### src/rtl/quad_pkg.sv
// Shared phase, state and direction definitions for the quadrature front end.
package quad_pkg;

  typedef logic [1:0] phase_t;

  localparam phase_t PH_00 = 2'b00;
  localparam phase_t PH_01 = 2'b01;
  localparam phase_t PH_11 = 2'b11;
  localparam phase_t PH_10 = 2'b10;

  typedef enum logic {
    INIT  = 1'b0,
    TRACK = 1'b1
  } state_t;

  localparam logic DIR_UP = 1'b1;
  localparam logic DIR_DN = 1'b0;

  // Successor of a phase in the forward Gray sequence 00 -> 01 -> 11 -> 10 -> 00.
  function automatic phase_t fwd_of(input phase_t ph);
    case (ph)
      PH_00:   fwd_of = PH_01;
      PH_01:   fwd_of = PH_11;
      PH_11:   fwd_of = PH_10;
      default: fwd_of = PH_00;
    endcase
  endfunction

  // Whether a valid single-bit step produces a count at the given resolution.
  function automatic logic step_counts(input phase_t from_ph, input phase_t to_ph,
                                       input logic up, input int unsigned res);
    case (res)
      4:       step_counts = 1'b1;
      2:       step_counts = (from_ph[1] != to_ph[1]);
      default: step_counts = up ? (from_ph == PH_10 && to_ph == PH_00)
                                : (from_ph == PH_00 && to_ph == PH_10);
    endcase
  endfunction

endpackage

### src/rtl/quad_sync_filter.sv
// Per-channel 2-FF synchroniser followed by a stability filter: a new level is
// accepted only after it has been seen unchanged for FILTER_LEN+1 cycles.
module quad_sync_filter #(
  parameter int unsigned FILTER_LEN = 2
) (
  input  logic Clock,
  input  logic Sclr_n,
  input  logic Raw,
  output logic Stable
);

  if (FILTER_LEN > 15) begin : g_bad_filter_len
    $error("quad_sync_filter: FILTER_LEN must be in 0..15");
  end

  localparam logic [3:0] FL_C = 4'(FILTER_LEN);

  logic       sync1;
  logic       sync2;
  logic [3:0] cnt;

  // NOTE: sequential state uses non-blocking assignments so every flop samples pre-edge values.
  always_ff @(posedge Clock) begin
    if (!Sclr_n) begin
      sync1  <= 1'b0;
      sync2  <= 1'b0;
      cnt    <= '0;
      Stable <= 1'b0;
    end else begin
      sync1 <= Raw;
      sync2 <= sync1;
      // Acceptance wins over restart: a level that just completed its run is kept.
      if (sync2 != Stable && cnt == FL_C) begin
        Stable <= sync2;
        cnt    <= '0;
      end else if (sync1 != sync2 || sync2 == Stable) begin
        cnt <= '0;
      end else begin
        cnt <= cnt + 4'd1;
      end
    end
  end

endmodule

### src/rtl/quad_decoder_16.sv
// Quadrature decoder front end driving a 16-bit up/down counter via Cnt_En/UpDown.
// Optional index support (Z input, Index_Clr output) is enabled by defining QUAD_INDEX_EN.
module quad_decoder_16 #(
  parameter int unsigned FILTER_LEN = 2,
  parameter int unsigned RESOLUTION = 4,
  parameter int unsigned ERR_W      = 8
) (
  input  logic             Clock,
  input  logic             Sclr_n,
  input  logic             A,
  input  logic             B,
`ifdef QUAD_INDEX_EN
  input  logic             Z,
  output logic             Index_Clr,
`endif
  input  logic             Err_Clr,
  output logic             Cnt_En,
  output logic             UpDown,
  output logic             Dir,
  output logic             Err,
  output logic [ERR_W-1:0] Err_Cnt
);
  import quad_pkg::*;

  if (RESOLUTION != 1 && RESOLUTION != 2 && RESOLUTION != 4) begin : g_bad_resolution
    $error("quad_decoder_16: RESOLUTION must be 1, 2 or 4");
  end

  localparam logic [ERR_W-1:0] ERR_MAX = '1;

  logic   a_f;
  logic   b_f;
  phase_t f;
  phase_t phase_q;
  phase_t phase_d;
  state_t state_q;
  state_t state_d;
  logic   step_valid;
  logic   step_up;
  logic   step_err;
  logic   cnt_en_d;
  logic   index_d;

  quad_sync_filter #(.FILTER_LEN(FILTER_LEN)) u_filt_a (
    .Clock (Clock),
    .Sclr_n(Sclr_n),
    .Raw   (A),
    .Stable(a_f)
  );

  quad_sync_filter #(.FILTER_LEN(FILTER_LEN)) u_filt_b (
    .Clock (Clock),
    .Sclr_n(Sclr_n),
    .Raw   (B),
    .Stable(b_f)
  );

  assign f = {a_f, b_f};

`ifdef QUAD_INDEX_EN
  logic z_f;

  quad_sync_filter #(.FILTER_LEN(FILTER_LEN)) u_filt_z (
    .Clock (Clock),
    .Sclr_n(Sclr_n),
    .Raw   (Z),
    .Stable(z_f)
  );
`endif

  // State register, stored phase and registered outputs.
  always_ff @(posedge Clock) begin
    if (!Sclr_n) begin
      state_q <= INIT;
      phase_q <= PH_00;
      Cnt_En  <= 1'b0;
      UpDown  <= 1'b0;
      Dir     <= 1'b0;
      Err     <= 1'b0;
      Err_Cnt <= '0;
`ifdef QUAD_INDEX_EN
      Index_Clr <= 1'b0;
`endif
    end else begin
      state_q <= state_d;
      phase_q <= phase_d;
      Cnt_En  <= cnt_en_d;
      Err     <= step_err;
      if (cnt_en_d) begin
        UpDown <= step_up;
        Dir    <= step_up;
      end
      if (Err_Clr) begin
        Err_Cnt <= '0;
      end else if (Err && Err_Cnt != ERR_MAX) begin
        Err_Cnt <= Err_Cnt + ERR_W'(1);
      end
`ifdef QUAD_INDEX_EN
      Index_Clr <= index_d;
`endif
    end
  end

  // Next state: INIT latches the filtered phase once; TRACK follows every change,
  // legal or not, so an illegal jump resynchronises instead of cascading errors.
  always_comb begin
    state_d = TRACK;
    phase_d = f;
  end

  // NOTE: every comb output gets a default first, so no path can infer a latch.
  always_comb begin
    step_valid = 1'b0;
    step_up    = DIR_DN;
    step_err   = 1'b0;
    if (state_q == TRACK && f != phase_q) begin
      if (f == fwd_of(phase_q)) begin
        step_valid = 1'b1;
        step_up    = DIR_UP;
      end else if (phase_q == fwd_of(f)) begin
        step_valid = 1'b1;
        step_up    = DIR_DN;
      end else begin
        step_err = 1'b1;
      end
    end
    cnt_en_d = step_valid && step_counts(phase_q, f, step_up, RESOLUTION);
`ifdef QUAD_INDEX_EN
    index_d  = step_valid && (f == PH_00) && z_f;
`else
    index_d  = 1'b0;
`endif
  end

endmodule

### config.mk
export PLATFORM = sky130hd
export DESIGN_NAME = quad_decoder_16
export DESIGN_NICKNAME = d
export VERILOG_FILES = /design/src/rtl/quad_pkg.sv /design/src/rtl/quad_sync_filter.sv /design/src/rtl/quad_decoder_16.sv
export SDC_FILE = /design/constraint.sdc
export NUM_CORES = 1
export LEC_CHECK = 0
export ABC_AREA = 1
export CORE_ASPECT_RATIO = 1.75
export CORE_UTILIZATION = 30
export DETAILED_ROUTE_END_ITERATION = 10
export HOLD_SLACK_MARGIN = 0.1
export PLACE_DENSITY = 0.5
export SYNTH_ARGS = -nofsm -noshare
export SYNTH_HDL_FRONTEND = slang
export SYNTH_HIERARCHICAL = 1
export SYNTH_SLANG_ARGS = --single-unit
### constraint.sdc
create_clock -name Clock -period 1.6 [get_ports Clock]
set_input_delay 0.32 -clock Clock [delete_from_list [all_inputs] [get_ports Clock]]
set_output_delay 0.32 -clock Clock [all_outputs]
set_load 0.03 [all_outputs]
Word level (Yosys, flattened, before mapping)
Index checks and enable logic that the tools add are counted.

storage, ports and cells
  output and inout port bits = 12
  word-level logic and storage cells = 59
  flip-flop bits (word level) = 28
  input bits = 5

cells by class
  muxes and demuxes = 12
  reductions and logical operators = 12
  bitwise logic cells = 2
  add/sub/neg operators = 3
  equality and inequality tests = 16

operator list
  kind                                                              number
  2-bit one-hot mux with 3 select lines                             2
  3-bit OR reduction                                                3
  4-bit by 1-bit adder with 4-bit output (second input constant)    2
  8-bit by 1-bit adder with 8-bit output (second input constant)    1
  4-bit by 2-bit == test with 1-bit output (second input constant)  2
  8-bit != test (second input constant)                             1
  1-bit 2-to-1 mux                                                  7
  2-bit 2-to-1 mux                                                  3
  2-bit by 1-bit == test with 1-bit output (second input constant)  2
  2-bit == test                                                     2
  2-bit == test (second input constant)                             2
  1-bit logical AND                                                 4
  2-bit logical NOT                                                 2
  1-bit != test                                                     4
  1-bit == test                                                     2
  1-bit logical OR                                                  2
  2-bit != test                                                     1
  1-bit NOT                                                         2
  2-bit OR reduction                                                1

Longest topological paths before layout
Gate-level depths: netlist of the first run.

  depth in word-level cells = 10
  mapped depth = 9
  mapped depth without buffers = 8

By module
Netlist of the first run, hierarchy kept.

modules (own cells, without submodules)
  module            instances  seq. area each (µm²)  area an instance (µm²)  cells an instance
  quad_decoder_16   1          280.3                 690.7                   101
  quad_sync_filter  2          140.1                 310.3                   44

Worst setup path before layout of the first run
Ideal clock, no wire load.

  path type = reg2reg
  from = register Err_Cnt[0]
  to = register Err_Cnt[4]
  library setup time = 0.113 ns
  path slack = 0.092 ns
  stages on the path, launching flop included = 10
  buffers on the path = 1
  period minus slack after synthesis = 1.508 ns
  data required time = 1.487 ns
  arrival time = 1.395 ns
  path through = dfxtp_1 ha_1 nand2_1 nor2_2 nand2_1 buf_6 nand3_1 nand2_1 nand2_1 nor2_1

between the ends
  longest elaborated chain between the ends = 2
  elaborated cells on any way between the ends = 3
  those cells by class = 1 x add/sub; 1 x eq/ne; 1 x reduce/logical

RTL lines
  what                                                                            line                   source
  from (decl)                                                                     quad_decoder_16.sv:21  output logic [ERR_W-1:0] Err_Cnt
  from (signal assigned)                                                          quad_decoder_16.sv:96  Err_Cnt <= Err_Cnt + ERR_W'(1);
  branches (longest 2 deep; another with 8-bit by 1-bit adder with 8-bit output)  -

Several ways; the timed one is not identified.
A chain may end at the register's enable or synchronous reset.

Final worst setup path of the first run
  from = register Err_Cnt[0]
  to = output port Err_Cnt[0]

No word-level cell between the ends.

==> results of run 1 <==
[sequential cells by signal (all words and copies together), names as in the netlist, 2 cells and up]
signal        flops
Err_Cnt           8
u_filt_b/cnt      4
u_filt_a/cnt      4
phase_q           2
[kinds of logic (layout without fill, tap and decap cells)]
kind of cell,count (synthesis),count (layout),share of synthesized area (%)
AOI/OAI and AO/OA,8,8,3.340
xor gates and xnor gates,8,8,5.344
adders and majority gates,5,5,4.771
buffers and inverters,34,65,10.69
DFF,28,28,42.75
and+or+nand+nor,106,106,33.11
[cells in the mapped netlist (all sizes together)]
library cell | instances | share of area [%]
ha | 5 | 4.8
a21oi | 4 | 1.5
o21bai | 1 | 0.57
nor3 | 1 | 0.38
nand3b | 1 | 0.57
nand3 | 11 | 4.2
nor2 | 35 | 10
buf | 3 | 1.8
nand2 | 52 | 15
a31oi | 1 | 0.48
xor2 | 2 | 1.3
o21ai | 2 | 0.76
nand4 | 6 | 2.9
xnor2 | 6 | 4.0
dfxtp | 28 | 43
inv | 31 | 8.9
[worst register-to-register path: cells and delay by family, from the launching register on]
kind | cells | cell delay, ps
flops | 1 | 430
simple gates | 4 | 400
fa+ha+maj | 1 | 200
buf+inv | 1 | 170
compound gates | 1 | 120
[area by class of cell]
| cell class | instances | share of cell area [%] |
|---|---|---|
| Timing Repair Buffer | 30 | 15.13 |
| Clock buffer | 3 | 2.459 |
| Multi-Input combinational cell | 127 | 36.66 |
| Tap cell | 49 | 3.651 |
| Inverter | 31 | 6.930 |
| Sequential cell | 28 | 33.38 |
| Clock inverter | 1 | 1.788 |
[metrics by stage]
step	hold WS (ps)	power [mW]	instances	cell area [sq um]	worst slack, ps
2_1_floorplan	347.7	0.7452	189	1311	92.25
3_3_place_gp	444.8	0.7719	265	1614	64.90
3_5_place_dp	439.2	0.7719	265	1614	40.81
4_1_cts	454.7	1.331	269	1672	14.98
5_1_grt	475.8	1.357	269	1679	74.14
6_report	455.1	1.311	269	1679	160.4
[routing by layer]
| layer | global-route usage (%) | vias up | routed length [microns] |
|---|---|---|---|
| met5 | 0 | - | 0 |
| met2 | 26.34 | 11 | 1452 |
| li1 | - | 635 | - |
| met3 | 2.041 | 2 | 46 |
| met1 | 9.529 | 510 | 1033 |
| met4 | 6.634 | 0 | 34 |
[power groups by stage]
stage / combinational, mW / clock [mW] / sequential, mW
after floorplan: 0.0184 / 0 / 0.727
after global placement: 0.0434 / 0 / 0.729
after detailed placement: 0.0435 / 0 / 0.728
after CTS: 0.0442 / 0.575 / 0.712
after global routing: 0.0490 / 0.595 / 0.714
final: 0.0429 / 0.556 / 0.712
[worst paths after layout]
path | start | to | slack [ps] | cells past startpoint
worst max-delay path | Err_Cnt[0] | Err_Cnt[0] | 160 | 1
worst min-delay path | u_filt_b/sync1 | u_filt_b/sync2 | 460 | 2
worst max register to register | Err_Cnt[0] | Err_Cnt[2] | 190 | 7
worst min register to register | u_filt_b/sync1 | u_filt_b/sync2 | 460 | 2
[timing repair]
action	4_1_cts	5_1_grt
setup endpoints to repair	11	2
resized for setup	11	3
buffers inserted	0	0
==> metrics.md, run 1 <==
| Metric | Value |
|---|---|
| Outcome | completed |
| Flop pwr share | 54.3% |
| Final Core Density | 40.46% |
| Total track usage | 12.29% |
| RSZ-0062 raised after global routing | no |
| Slowest stage delay, CP | 430 ps |
| Filler instances | 445 |
| Setup crit start kind | register |
| Drt drc | 0 |
| Final setup viols | 0 |
| Seq/Total Area, Yosys | 42.75% |
| Crit-path slowest cell | dfxtp_1 |
| Sw Pwr | 250.2 uW |
| Yosys reg bits | 28 |
| Hold Crit Class | register to register |
| Post-synth cell types | 19 |
| Die Ht | 89.46 microns |
| Core footprint | 4150 sq um |
| CP arrival | 1120 ps |
| Critical-path cell list | dlygate4sd2_1 |
| CP Capture Type | output port |
| Clk pwr share | 42.4% |
| Fin crit share | 89.97% |
| Nets | 231 |
| TritonRoute pass-1 iters | 4 |
| Clock sink total | 28 |
| Area growth syn-to-layout | 28.05% |
| Post-Syn Area per Cell | 6.938 sq um |
| Multi-input gate area | 615.6 sq um |
| First-pass GRT wire length | 4215 microns |
| GRT overflow | 0 |
| Relative slew slack | 78.76% |
| Worst EP required | 1280 ps |
| Cts hold-fix bufs | 0 |
| Maximum clock rate | 0.6947 GHz |
| Starting Density | 31.59% |
| Post-Synthesis Cells | 189 |
| Share of layout cells above drive strength 1 | 9.545% |
| Routed via count | 1,158 |
| Iteration-0 DRC Markers | 14 |
| Post-Route WL | 2566 microns |
| Final Hold Fails | 0 |
| Pleak | 0.8397 nW |
| Most common cell after layout, fill and taps aside | nand2_1 |
| Largest net degree at the start of global routing | 17 |
| Gate power share | 3.3% |
| CTS H-tree lvls | 1 |
| Max Root-Sink Buffers | 2 |
| Worst skew pair latency | 270 ps |
| Setup total negative slack | 0 ps |
| Reg area | 560.5 sq um |
| Syn Nets | 199 |
| Switching share of power | 19.08% |
| Final Critical Period | 1440 ps |
| Die area | 4650 sq um |
| Row Count | 31 |
| Post-DP HPWL | 1966 microns |
| CTS tree | built |
| Max-cap violations | 0 |
| Antenna Nets Post-Route | 0 |
| # port buffers | 16 |
| Yosys warns | 6 |
| CTS root buffer | clkbuf_8 |
| Drt wl/cell | 9.539 microns |
| GP Congestion | 0.6994 |
| Post-synthesis cell area | 1311 sq um |
| Num CTS Buffers | 3 |
| Die width | 51.98 microns |
| Most frequent cells in the layout | nand2_1 (50), nor2_1 (34), inv_1 (31) |
| Pwr/cell area | 780.7 nW/um^2 |
| Max Slew Vio Count | 0 |
| CP bufs+invs | 1 |
| Crit path kind | register to output port |
| Max VDD drop | 0.0005042 V |
| Max FO, Critical Path | 6 |
| Critical path's top delay family | flip-flops |
| Slew @ Worst Pin | 318.0 ps |
| Initial antenna violation count | 0 |
| # IOs | 17 |
| Clock slew at reported path FFs | 100 ps |
| Setup Skew | 3.726 ps |
| Diodes inserted | 0 |
| Power Internal | 1.061 mW |
| Vias per cell | 4.305 |
| Vias in the first global route | 1,110 |
Note: power is estimated with default switching activity, not from simulation.
==> inputs of run 2 (changes only) <==
--- a/config.mk
+++ b/config.mk
@@ -7,10 +7,11 @@
 export LEC_CHECK = 0
 export ABC_AREA = 1
 export CORE_ASPECT_RATIO = 1.75
-export CORE_UTILIZATION = 30
+export CORE_MARGIN = 4
+export CORE_UTILIZATION = 35
 export DETAILED_ROUTE_END_ITERATION = 10
 export HOLD_SLACK_MARGIN = 0.1
-export PLACE_DENSITY = 0.5
+export PLACE_DENSITY = 0.56
 export SYNTH_ARGS = -nofsm -noshare
 export SYNTH_HDL_FRONTEND = slang
 export SYNTH_HIERARCHICAL = 1
==> run 2 against run 1 <==
Compared with the run above:
- sequential power barely moved
- clock skew shrank 2.3 ps
- sequential share of layout area up 1.2 points
- clock power down 23%
- critical path depth grew 6
- global-route usage grew 0.31 points
- non-clock buffer count fell by 4
- utilization grew 4.3 points
- flip-flop and latch count stayed put
- worst setup slack improved by 4.7 ps
- total power is 9.8% lower
- clock-buffer cell count rose by 1
- critical path type is now register to register
- largest cell class unchanged
==> metrics.md, run 2 (synthesis results as in run 1) <==
| Metric | Value |
|---|---|
| Fin crit share | 89.68% |
| Final Hold Fails | 0 |
| Cts hold-fix bufs | 0 |
| Die width | 54.27 microns |
| Most common cell after layout, fill and taps aside | nand2_1 |
| PostCTS Resize Cnt | 10 |
| Critical-path cell list | ha_1, nand2_1, nor2_2, nand2_1, buf_4, a31oi_1, nor2_1 |
| Starting Density | 36.14% |
| Pleak | 0.8087 nW |
| Diodes inserted | 0 |
| Max VDD drop | 0.0004739 V |
| Design Power | 1.183 mW |
| Slowest stage delay, CP | 410 ps |
| Max Root-Sink Buffers | 2 |
| Setup crit start kind | register |
| Setup total negative slack | 0 ps |
| Final Critical Period | 1435 ps |
| Clock slew at reported path FFs | 90 ps |
| Maximum clock rate | 0.6969 GHz |
| Nets | 227 |
| Drt drc | 0 |
| WP depth | 7 |
| First-pass GRT wire length | 4450 microns |
| Vias per cell | 4.515 |
| GRT overflow | 0 |
| GP Congestion | 0.6824 |
| CP Capture Type | register |
| Max-cap violations | 0 |
| Worst skew pair latency | 270 ps |
| Worst EP required | 1770 ps |
| HP Start | u_filt_b/sync1 |
| Post-DP HPWL | 2187 microns |
| CTS root buffer | clkbuf_8 |
| Hold Path Depth | 2 |
| TritonRoute pass-1 iters | 4 |
| Final worst-path setup slack | 165.2 ps |
| Max Slew Vio Count | 0 |
| Iteration-0 DRC Markers | 19 |
| Slew @ Worst Pin | 323.4 ps |
| Setup Skew | 1.443 ps |
| Reg2reg start | Err_Cnt[0] |
| Reg area | 560.5 sq um |
| Relative slew slack | 78.40% |
| Num CTS Buffers | 3 |
| Share of layout cells above drive strength 1 | 7.407% |
| Most flop-heavy register | Err_Cnt |
| Final instance area | 1623 sq um |
| WHS | 460.9 ps |
| Multi-input gate area | 610.6 sq um |
| # port buffers | 16 |
| Max FFs per register | 8 |
| Total track usage | 12.60% |
| Antenna Nets Post-Route | 0 |
| Largest net degree at the start of global routing | 16 |
| Most frequent cells in the layout | nand2_1 (52), nor2_1 (34), inv_1 (31) |
| Crit path kind | register to register |
| Die Ht | 88.97 microns |
| RSZ-0062 raised after global routing | no |
| Filler instances | 408 |
| Critical R2R Capture | Err_Cnt[2] |
| CP bufs+invs | 1 |
| Pre-CTS WS | 105.2 ps |
| CTS tree | built |
| Pwr/cell area | 729.0 nW/um^2 |
| WHS Endpoint | u_filt_b/sync2 |
| FF-to-FF setup slack | 170 ps |
| Biggest regs | Err_Cnt (8), u_filt_a/cnt (4), u_filt_b/cnt (4) |
| Crit-path slowest cell | dfxtp_1 |
| Outcome | completed |
| Worst R2R Path Depth | 7 |
| Post-Route WL | 2632 microns |
| Post-CTS Repair Setup Buffers | 0 |
| Vias in the first global route | 1,159 |
| # IOs | 17 |
| Die area | 4828 sq um |
| Hold Crit Class | register to register |
| Clock sink total | 28 |
| Max FO, Critical Path | 7 |
| Worst path most repeated cell | nand2_1 |
| Critical path's top delay family | flip-flops |
| Area growth syn-to-layout | 23.76% |
| CTS H-tree lvls | 1 |
| CP arrival | 1610 ps |
| Drt wl/cell | 10.05 microns |
| Row Count | 29 |
| Core footprint | 3628 sq um |
| Final setup viols | 0 |
| Initial antenna violation count | 0 |
| Routed via count | 1,183 |
| Dpl cell area | 1578 sq um |
## run 2: cell type report
cell class / count / share of cell area (%)
sequential: 28 / 34.54
clock buffer: 4 / 3.392
tap: 46 / 3.547
timing repair buffer: 26 / 13.72
multi-input combinational: 127 / 37.63
inverter: 31 / 7.170
## run 2: report_power, final
part / internal, mW / switching [mW] / total, mW / leakage (nW)
combinational: 0.0229 / 0.0215 / 0.0444 / 0.553
clock: 0.220 / 0.207 / 0.427 / 0.0288
sequential: 0.704 / 0.00748 / 0.712 / 0.227
total: 0.947 / 0.236 / 1.18 / 0.809
## run 2: per-stage QoR
| stage | utilization [%] | instances |
|---|---|---|
| floorplan | - | 189 |
| global placement | 43.48 | 258 |
| detailed placement | 43.48 | 258 |
| CTS | 44.66 | 262 |
| global route | 44.72 | 262 |
| finish | 44.72 | 262 |
## run 2: worst max-delay path by stage
stage               slack, ps        from         endpoint
floorplan                  90  Err_Cnt[0]       Err_Cnt[4]
global placement          140      Sclr_n  u_filt_b/cnt[2]
detailed placement        110      Sclr_n  u_filt_b/cnt[3]
CTS                         5      Cnt_En           Cnt_En
global route               10  Err_Cnt[0]       Err_Cnt[7]
finish                    170  Err_Cnt[0]       Err_Cnt[2]
## run 2: metal layers
metal  share of wire, %  vias to the layer above  routed length [microns]  global-route usage, %
met5                  0                        -                        0                      0
met4                2.3                        0                       61                  6.803
met3                3.3                        5                       88                  1.669
met2                 60                       17                     1578                  26.39
met1                 34                      534                      904                  10.02
li1                   -                      627                        -                      -
## run 2: worst min-delay path, stage by stage, from the launching register on
cell     delay (ps)
dfxtp_1         330
nand2_1          70
inv_1            30
